$ cat config.mk
export PLATFORM = sky130hd
export DESIGN_NAME = seq_restoring_div
export DESIGN_NICKNAME = d
export VERILOG_FILES = /design/src/rtl/seq_restoring_div.sv
export SDC_FILE = /design/constraint.sdc
export NUM_CORES = 1
export LEC_CHECK = 0
export ABC_AREA = 1
export BUFFER_PORTS_ARGS = -buffer_cell sky130_fd_sc_hd__buf_2
export CAP_MARGIN = 10
export CORE_MARGIN = 4
export CORE_UTILIZATION = 53
export DETAILED_ROUTE_END_ITERATION = 10
export GPL_TIMING_DRIVEN = 1
export PLACE_DENSITY = 0.75
export SYNTH_ARGS = -nofsm -noshare
export SYNTH_HDL_FRONTEND = slang
export SYNTH_SLANG_ARGS = --single-unit
$ cat constraint.sdc
create_clock -name clk -period 6.6 [get_ports clk]
set_clock_uncertainty 0.2 [all_clocks]
set_input_delay 1.32 -clock clk [delete_from_list [all_inputs] [get_ports clk]]
set_output_delay 1.32 -clock clk [all_outputs]
set_load 0.03 [all_outputs]
$ cat src/rtl/seq_restoring_div.sv
// Radix-2 restoring divider: {2*DW dividend} / {DW divisor} -> DW quotient + DW remainder (macro SIGNED_DIV_EN selects two's-complement operands).
// Latency: DW cycles from the accepting edge to done; divide-by-zero and overflow finish in the cycle right after the accepting edge.
// Backpressure: start is accepted only while busy=0 (IDLE or the done cycle); requests during busy are dropped, results held until next accept.
module seq_restoring_div #(
    parameter int DW = 16
) (
    input  logic            clk,
    input  logic            rst_n,
    input  logic            start,
    input  logic [2*DW-1:0] dividend,
    input  logic [DW-1:0]   divisor,
    output logic            busy,
    output logic            done,
    output logic [DW-1:0]   quotient,
    output logic [DW-1:0]   remainder,
    output logic            err_div0,
    output logic            err_ovf
);

    localparam int CW = (DW > 1) ? $clog2(DW) : 1;

    typedef enum logic [1:0] {
        IDLE,
        RUN,
        DONE
    } state_t;

    state_t          state_q;
    logic            busy_q;
    logic            done_q;
    logic [DW-1:0]   quotient_q;
    logic [DW-1:0]   remainder_q;
    logic            err_div0_q;
    logic            err_ovf_q;
    // Partial remainder is always below the divisor, so its carry bit is
    // implicit and only DW bits are stored.
    logic [DW-1:0]   r_q;
    logic [DW-1:0]   q_q;
    logic [DW-1:0]   dv_q;
    logic [CW-1:0]   cnt_q;
`ifdef SIGNED_DIV_EN
    logic            neg_q_q;
    logic            neg_r_q;
`endif

    logic [2*DW-1:0] dd_mag_d;
    logic [DW-1:0]   dv_mag_d;
    logic [DW:0]     shift_d;
    logic            no_borrow_d;
    logic [DW-1:0]   r_step_d;
    logic [DW-1:0]   q_step_d;
    logic [DW-1:0]   q_fin_d;
    logic [DW-1:0]   r_fin_d;
    logic            ovf_fin_d;

    // Operand magnitudes, one restoring step, and final sign correction.
    always_comb begin
        dd_mag_d = dividend;
        dv_mag_d = divisor;
`ifdef SIGNED_DIV_EN
        if (dividend[2*DW-1]) dd_mag_d = -dividend;
        if (divisor[DW-1])    dv_mag_d = -divisor;
`endif
        shift_d     = {r_q, q_q[DW-1]};
        no_borrow_d = (shift_d >= {1'b0, dv_q});
        // True difference is below the divisor, so DW-bit wraparound is exact.
        r_step_d    = no_borrow_d ? (shift_d[DW-1:0] - dv_q) : shift_d[DW-1:0];
        q_step_d    = {q_q[DW-2:0], no_borrow_d};
        q_fin_d     = q_step_d;
        r_fin_d     = r_step_d;
        ovf_fin_d   = 1'b0;
`ifdef SIGNED_DIV_EN
        // Magnitude 2^(DW-1) cannot be represented as a positive result and
        // is treated as overflow even when the true result would be negative.
        ovf_fin_d = q_step_d[DW-1];
        if (neg_q_q) q_fin_d = -q_step_d;
        if (neg_r_q) r_fin_d = -r_step_d;
`endif
    end

    // Control FSM with registered outputs and datapath registers.
    always_ff @(posedge clk or negedge rst_n) begin
        if (!rst_n) begin
            state_q     <= IDLE;
            busy_q      <= 1'b0;
            done_q      <= 1'b0;
            quotient_q  <= '0;
            remainder_q <= '0;
            err_div0_q  <= 1'b0;
            err_ovf_q   <= 1'b0;
            r_q         <= '0;
            q_q         <= '0;
            dv_q        <= '0;
            cnt_q       <= '0;
`ifdef SIGNED_DIV_EN
            neg_q_q     <= 1'b0;
            neg_r_q     <= 1'b0;
`endif
        end else begin
            case (state_q)
                RUN: begin
                    r_q   <= r_step_d;
                    q_q   <= q_step_d;
                    cnt_q <= cnt_q + 1'b1;
                    if (cnt_q == CW'(DW - 1)) begin
                        state_q <= DONE;
                        busy_q  <= 1'b0;
                        done_q  <= 1'b1;
                        if (ovf_fin_d) begin
                            err_ovf_q   <= 1'b1;
                            quotient_q  <= '1;
                            remainder_q <= '0;
                        end else begin
                            quotient_q  <= q_fin_d;
                            remainder_q <= r_fin_d;
                        end
                    end
                end
                default: begin
                    // IDLE and DONE both accept a new request; done is a single-cycle pulse.
                    state_q <= IDLE;
                    done_q  <= 1'b0;
                    if (start) begin
                        err_div0_q <= 1'b0;
                        err_ovf_q  <= 1'b0;
`ifdef SIGNED_DIV_EN
                        neg_q_q <= dividend[2*DW-1] ^ divisor[DW-1];
                        neg_r_q <= dividend[2*DW-1];
`endif
                        if (divisor == '0) begin
                            state_q     <= DONE;
                            done_q      <= 1'b1;
                            err_div0_q  <= 1'b1;
                            quotient_q  <= '1;
                            remainder_q <= dividend[DW-1:0];
                        end else if (dd_mag_d[2*DW-1:DW] >= dv_mag_d) begin
                            // Upper half at or above divisor: quotient needs more than DW bits.
                            state_q     <= DONE;
                            done_q      <= 1'b1;
                            err_ovf_q   <= 1'b1;
                            quotient_q  <= '1;
                            remainder_q <= '0;
                        end else begin
                            state_q <= RUN;
                            busy_q  <= 1'b1;
                            r_q     <= dd_mag_d[2*DW-1:DW];
                            q_q     <= dd_mag_d[DW-1:0];
                            dv_q    <= dv_mag_d;
                            cnt_q   <= '0;
                        end
                    end
                end
            endcase
        end
    end

    assign busy      = busy_q;
    assign done      = done_q;
    assign quotient  = quotient_q;
    assign remainder = remainder_q;
    assign err_div0  = err_div0_q;
    assign err_ovf   = err_ovf_q;

endmodule
Yosys cells after proc, flatten, opt, wreduce, memory -nomap -nowiden
Cells that the tools add are included.
- word-level logic and storage cells: 71
- bits of input ports: 51
- output and inout bits: 36
- register bits: 90
- multiplexer cells: 40
- add/sub/neg operators: 2
- bitwise gates (word level): 3
- eq/ne operators: 5
- order comparisons: 2
- reductions and logical operators: 8
- operators with widths (kind ; count):
    16-bit 2-to-1 mux ; 19
    17-bit by 16-bit >= comparator with 1-bit output ; 1
    16-bit >= comparator ; 1
    16-bit logical NOT ; 1
    4-bit 2-to-1 mux ; 4
    16-bit subtractor ; 1
    1-bit 2-to-1 mux ; 12
    2-bit 2-to-1 mux ; 5
    4-bit AND reduction ; 2
    3-bit AND reduction ; 2
    4-bit by 1-bit adder with 4-bit output, second input constant ; 1
    4-bit equality test, second input constant ; 1
    2-bit by 1-bit != test with 1-bit output, second input constant ; 2
    1-bit inverter ; 3
    3-bit nonzero test ; 1
    2-bit by 1-bit equality test with 1-bit output, second input constant ; 1
    2-bit != test, second input constant ; 1
    2-bit AND reduction ; 1
    2-bit nonzero test ; 1

Longest topological paths before layout
- word-level depth: 5
- gate-level depth with buffers: 15
- mapped depth without buffers: 15

Worst setup path before layout
No wires, ideal clock.
- path kind: in2reg
- start point: input divisor[11]
- end point: register r_q[10]
- path buffers: 1
- data required time: 6335 ps
- library setup time: 65 ps
- setup slack: 3601 ps
- stages: 10
- arrival time: 2734 ps
- cell sequence: inv_1 -> ha_1 -> a21oi_1 -> o21ai_1 -> a21oi_1 -> nand4_2 -> o21ai_2 -> buf_2 -> nand2_1 -> nand2_1
- word-level cells in the longest chain between the ends: 3
- elaborated cells between the ends (all ways): 5
- classes of those cells: 1 x order compare; 2 x eq/ne; 2 x reduce/logical
- RTL lines (element ; line ; RTL):
    from (decl) ; 11 ; input logic [DW-1:0] divisor,
    16-bit >= comparator or 16-bit logical NOT (tied branches) ; 136, 130 ;
    2-bit by 1-bit != test with 1-bit output (no line) ; n/a ;
    3-bit AND reduction (no line) * ; n/a ;
    to (signal assigned) ; 102 ; r_q <= r_step_d;
    to (signal assigned) ; 146 ; r_q <= dd_mag_d[2*DW-1:DW];
    to (decl) ; 37 ; logic [DW-1:0] r_q;
Every way passes the cells marked *; elsewhere a longest branch is shown, timed or not.
A chain may end at the register's enable or synchronous reset.

Final worst setup path
- start point: input divisor[9]
- end point: register q_q[6]
- word-level cells in the longest chain between the ends: 3
- elaborated cells between the ends (all ways): 5
- classes of those cells: 1 x order compare; 2 x eq/ne; 2 x reduce/logical
- RTL lines (element ; line ; RTL):
    16-bit >= comparator or 16-bit logical NOT (tied branches) ; 136, 130 ;
    2-bit by 1-bit != test with 1-bit output (no line) ; n/a ;
    3-bit AND reduction (no line) * ; n/a ;
    to (signal assigned) ; 103 ; q_q <= q_step_d;
    to (signal assigned) ; 147 ; q_q <= dd_mag_d[DW-1:0];
    to (decl) ; 38 ; logic [DW-1:0] q_q;
Marks and branches as above.

==> reports/metrics.yaml <==
fin_tns_setup_ps: 0
status: "finished, final reports clean"
syn2layout_area_growth_pct: 11.5
syn_nets: 893
ir_drop_uv: 302
power_frac_seq_pct: 25.3
ys_types: 37
wl_met1_mm: 7.36
power.switching_mw: 2.13
start_util_pct: 55.2
drt-pass1-iter-count: 5
grt_pass1_vias: 5454
overflow: 0
dieArea_sq_um: 12700
post_drt_wl_per_cell_microns: 16.4
pwr-share-comb_pct: 64.5
io_buffers: 86
nets: 965
hold_buffers: 0
p_clk_share_pct: 10.2
chipHeight_microns: 113
wl_met2_mm: 7.85
drt-initial-drc-count: 491
worst_setup_path_start_kind: "primary input"
synth_top_family_by_area: "simple AND/OR/NAND/NOR gates"
place_hpwl_mm: 12.9
viasPerCell: 5.47
pre_cts_ws_ps: 2580
fp.dieW_microns: 113
place_congestion: 1.00
required_ps: 6660
worstHoldPathType: "flop to flop"
diodes: 0
worst_slack_ps: 2930
cts_buffer_depth: 2
post-cts-setup-buffers: 0
cts.sinks: 90
worst_pin_slew_ps: 1010
grt_usage_pct: 26.8
grt_max_degree: 68
cts_buffers: 9
synth.area.mux_share_pct: 0.172
setup_viol: 0
synth_cells: 808
antenna_found_initial: 0
cts_tree: "done"
num_vias: 5586
synth-seq-cells: 90
finalMaxSlewViolations: 0
drcViolationCount: 0
topRoutingLayerUsed: "met4"
total_leakage_power_nw: 3.64
avgSynthCellArea_sq_um: 7.18
ioPinCount: 87
min_period_over_period_pct: 55.6
timing.fmax_mhz: 272
p_int_mw: 1.82
synth_xor_area_share_pct: 1.36
switching_share_pct: 53.9
yosys.area_share.simple_pct: 37.0
cts_resized: 0
crit_fanout: 52
insertion_delay_ps: 380
core_sq_um: 10500
wl_met3_mm: 1.13
cp.arrival_ps: 3730
ctsHtreeMaxLevel: 3
stdcell_area_sq_um: 6470
rsz0062_at_grt: "no"
postLayoutCoreUtil_pct: 61.6
cts_root_buffer: "clkbuf_8"
min_period_ps: 3670
synth_fa_ha_area_share_pct: 7.46
layout_commonest_cell: "nand2_1"
core.rowCount: 37
synth_compound_area_share_pct: 6.60
grt_pass1_wl_mm: 27.3
wirelength_mm: 16.8
syn_area_sq_um: 5800
crit_type: "primary input to flop"
cellPowerDensity_nw_per_um2: 611
ant_nets: 0
final_cell_mix: "nand2_1 (327), dfrtp_1 (90), inv_1 (88)"
drive_gt1_share_pct: 16.8
seq_area_frac_synth_pct: 38.8
cp-end-kind: "flop"
placedInstanceArea_sq_um: 6270
hold_violations: 0
maxCapViolCount: 0
clk_pin_slew_ps: 100
ys.warnings.count: 0
slew_headroom_pct: 32.9
==> cell usage after synthesis, drive strengths merged <==
| cell | instances | share of area, % |
|---|---|---|
| or2 | 17 | 1.8 |
| o21bai | 1 | 0.13 |
| dfrtp | 90 | 39 |
| o21ai | 54 | 4.7 |
| buf | 21 | 2.3 |
| a21oi | 18 | 1.6 |
| xor2 | 5 | 0.75 |
| o21a | 1 | 0.13 |
| xnor2 | 4 | 0.60 |
| and2 | 3 | 0.32 |
| nor3 | 4 | 0.60 |
| clkbuf | 7 | 0.45 |
| nor2 | 28 | 2.2 |
| inv | 91 | 5.9 |
| nand2 | 332 | 22 |
| nand4 | 26 | 2.9 |
| nand3 | 71 | 7.3 |
| mux2i | 1 | 0.17 |
| ha | 33 | 7.1 |
| fa | 1 | 0.34 |
==> logic make-up (layout without fill, tap and decap cells) <==
kind of cell,count (synthesis),count (layout)
xor gates and xnor gates,9,9
adders and majority gates,34,34
buffers and inverters,119,196
muxes,1,1
DFF,90,90
and+or+nand+nor,481,481
AOI/OAI and AO/OA,74,74
==> per-layer routing <==
metal	vias to the layer above	track usage [%]
met1	2631	37.2
met5	-	0
met3	28	3.77
met2	208	43.1
met4	0	9.29
li1	2719	-
==> stage by stage <==
step,cells,hold WS [ps],power (mW)
floorplan,808,246,2.90
global placement,1005,249,3.45
detailed placement,1005,258,3.52
CTS,1021,280,3.93
global route,1021,300,4.31
finish,1021,276,3.95
==> final cells by class <==
class	count	area, sq um
Sequential cell	90	2250
Timing Repair Buffer	89	455
Clock inverter	6	72.6
Multi-Input combinational cell	599	3050
Tap cell	136	170
Clock buffer	10	128
Fill cell	973	4040
Inverter	91	342
==> flip-flops by register name (all words and copies together) (netlist names) <==
name / count
cnt_q: 4
quotient: 16
q_q: 16
r_q: 16
done: 1
err_ovf: 1
dv_q: 16
remainder: 16
busy: 1
state_q: 2
err_div0: 1
==> power groups by stage <==
stage	Combinational [mW]	Sequential, mW	Clock, mW
after detailed placement	2.52	1.01	0
after global placement	2.46	0.992	0
after floorplan	1.74	1.15	0
after global routing	2.85	1.03	0.429
after CTS	2.53	0.998	0.401
final	2.55	1.00	0.401
==> worst max-delay path: stages <==
cell and delay (ps):
buf_2 100, inv_1 100, ha_1 250, a21oi_1 170, o21ai_1 80, a21oi_1 200, nand3_1 130, nand2_1 90
nand3_2 760, o21ai_0 520
==> final timing paths <==
kind,slack (ps),start,cells past startpoint,to
worst max-delay path,2930,divisor[9],10,q_q[6]$_DFFE_PN0P_
worst min-delay path,280,quotient[1]$_DFFE_PN0P_,2,quotient[1]$_DFFE_PN0P_
worst max register to register,3630,state_q[1]$_DFFE_PN0P_,6,q_q[6]$_DFFE_PN0P_
worst min register to register,280,quotient[1]$_DFFE_PN0P_,2,quotient[1]$_DFFE_PN0P_
max in group asynchronous,4440,rst_n,2,dv_q[7]$_DFFE_PN0P_
min in group asynchronous,620,rst_n,1,remainder[3]$_DFFE_PN0P_
Power figures use the tool's default switching activity.
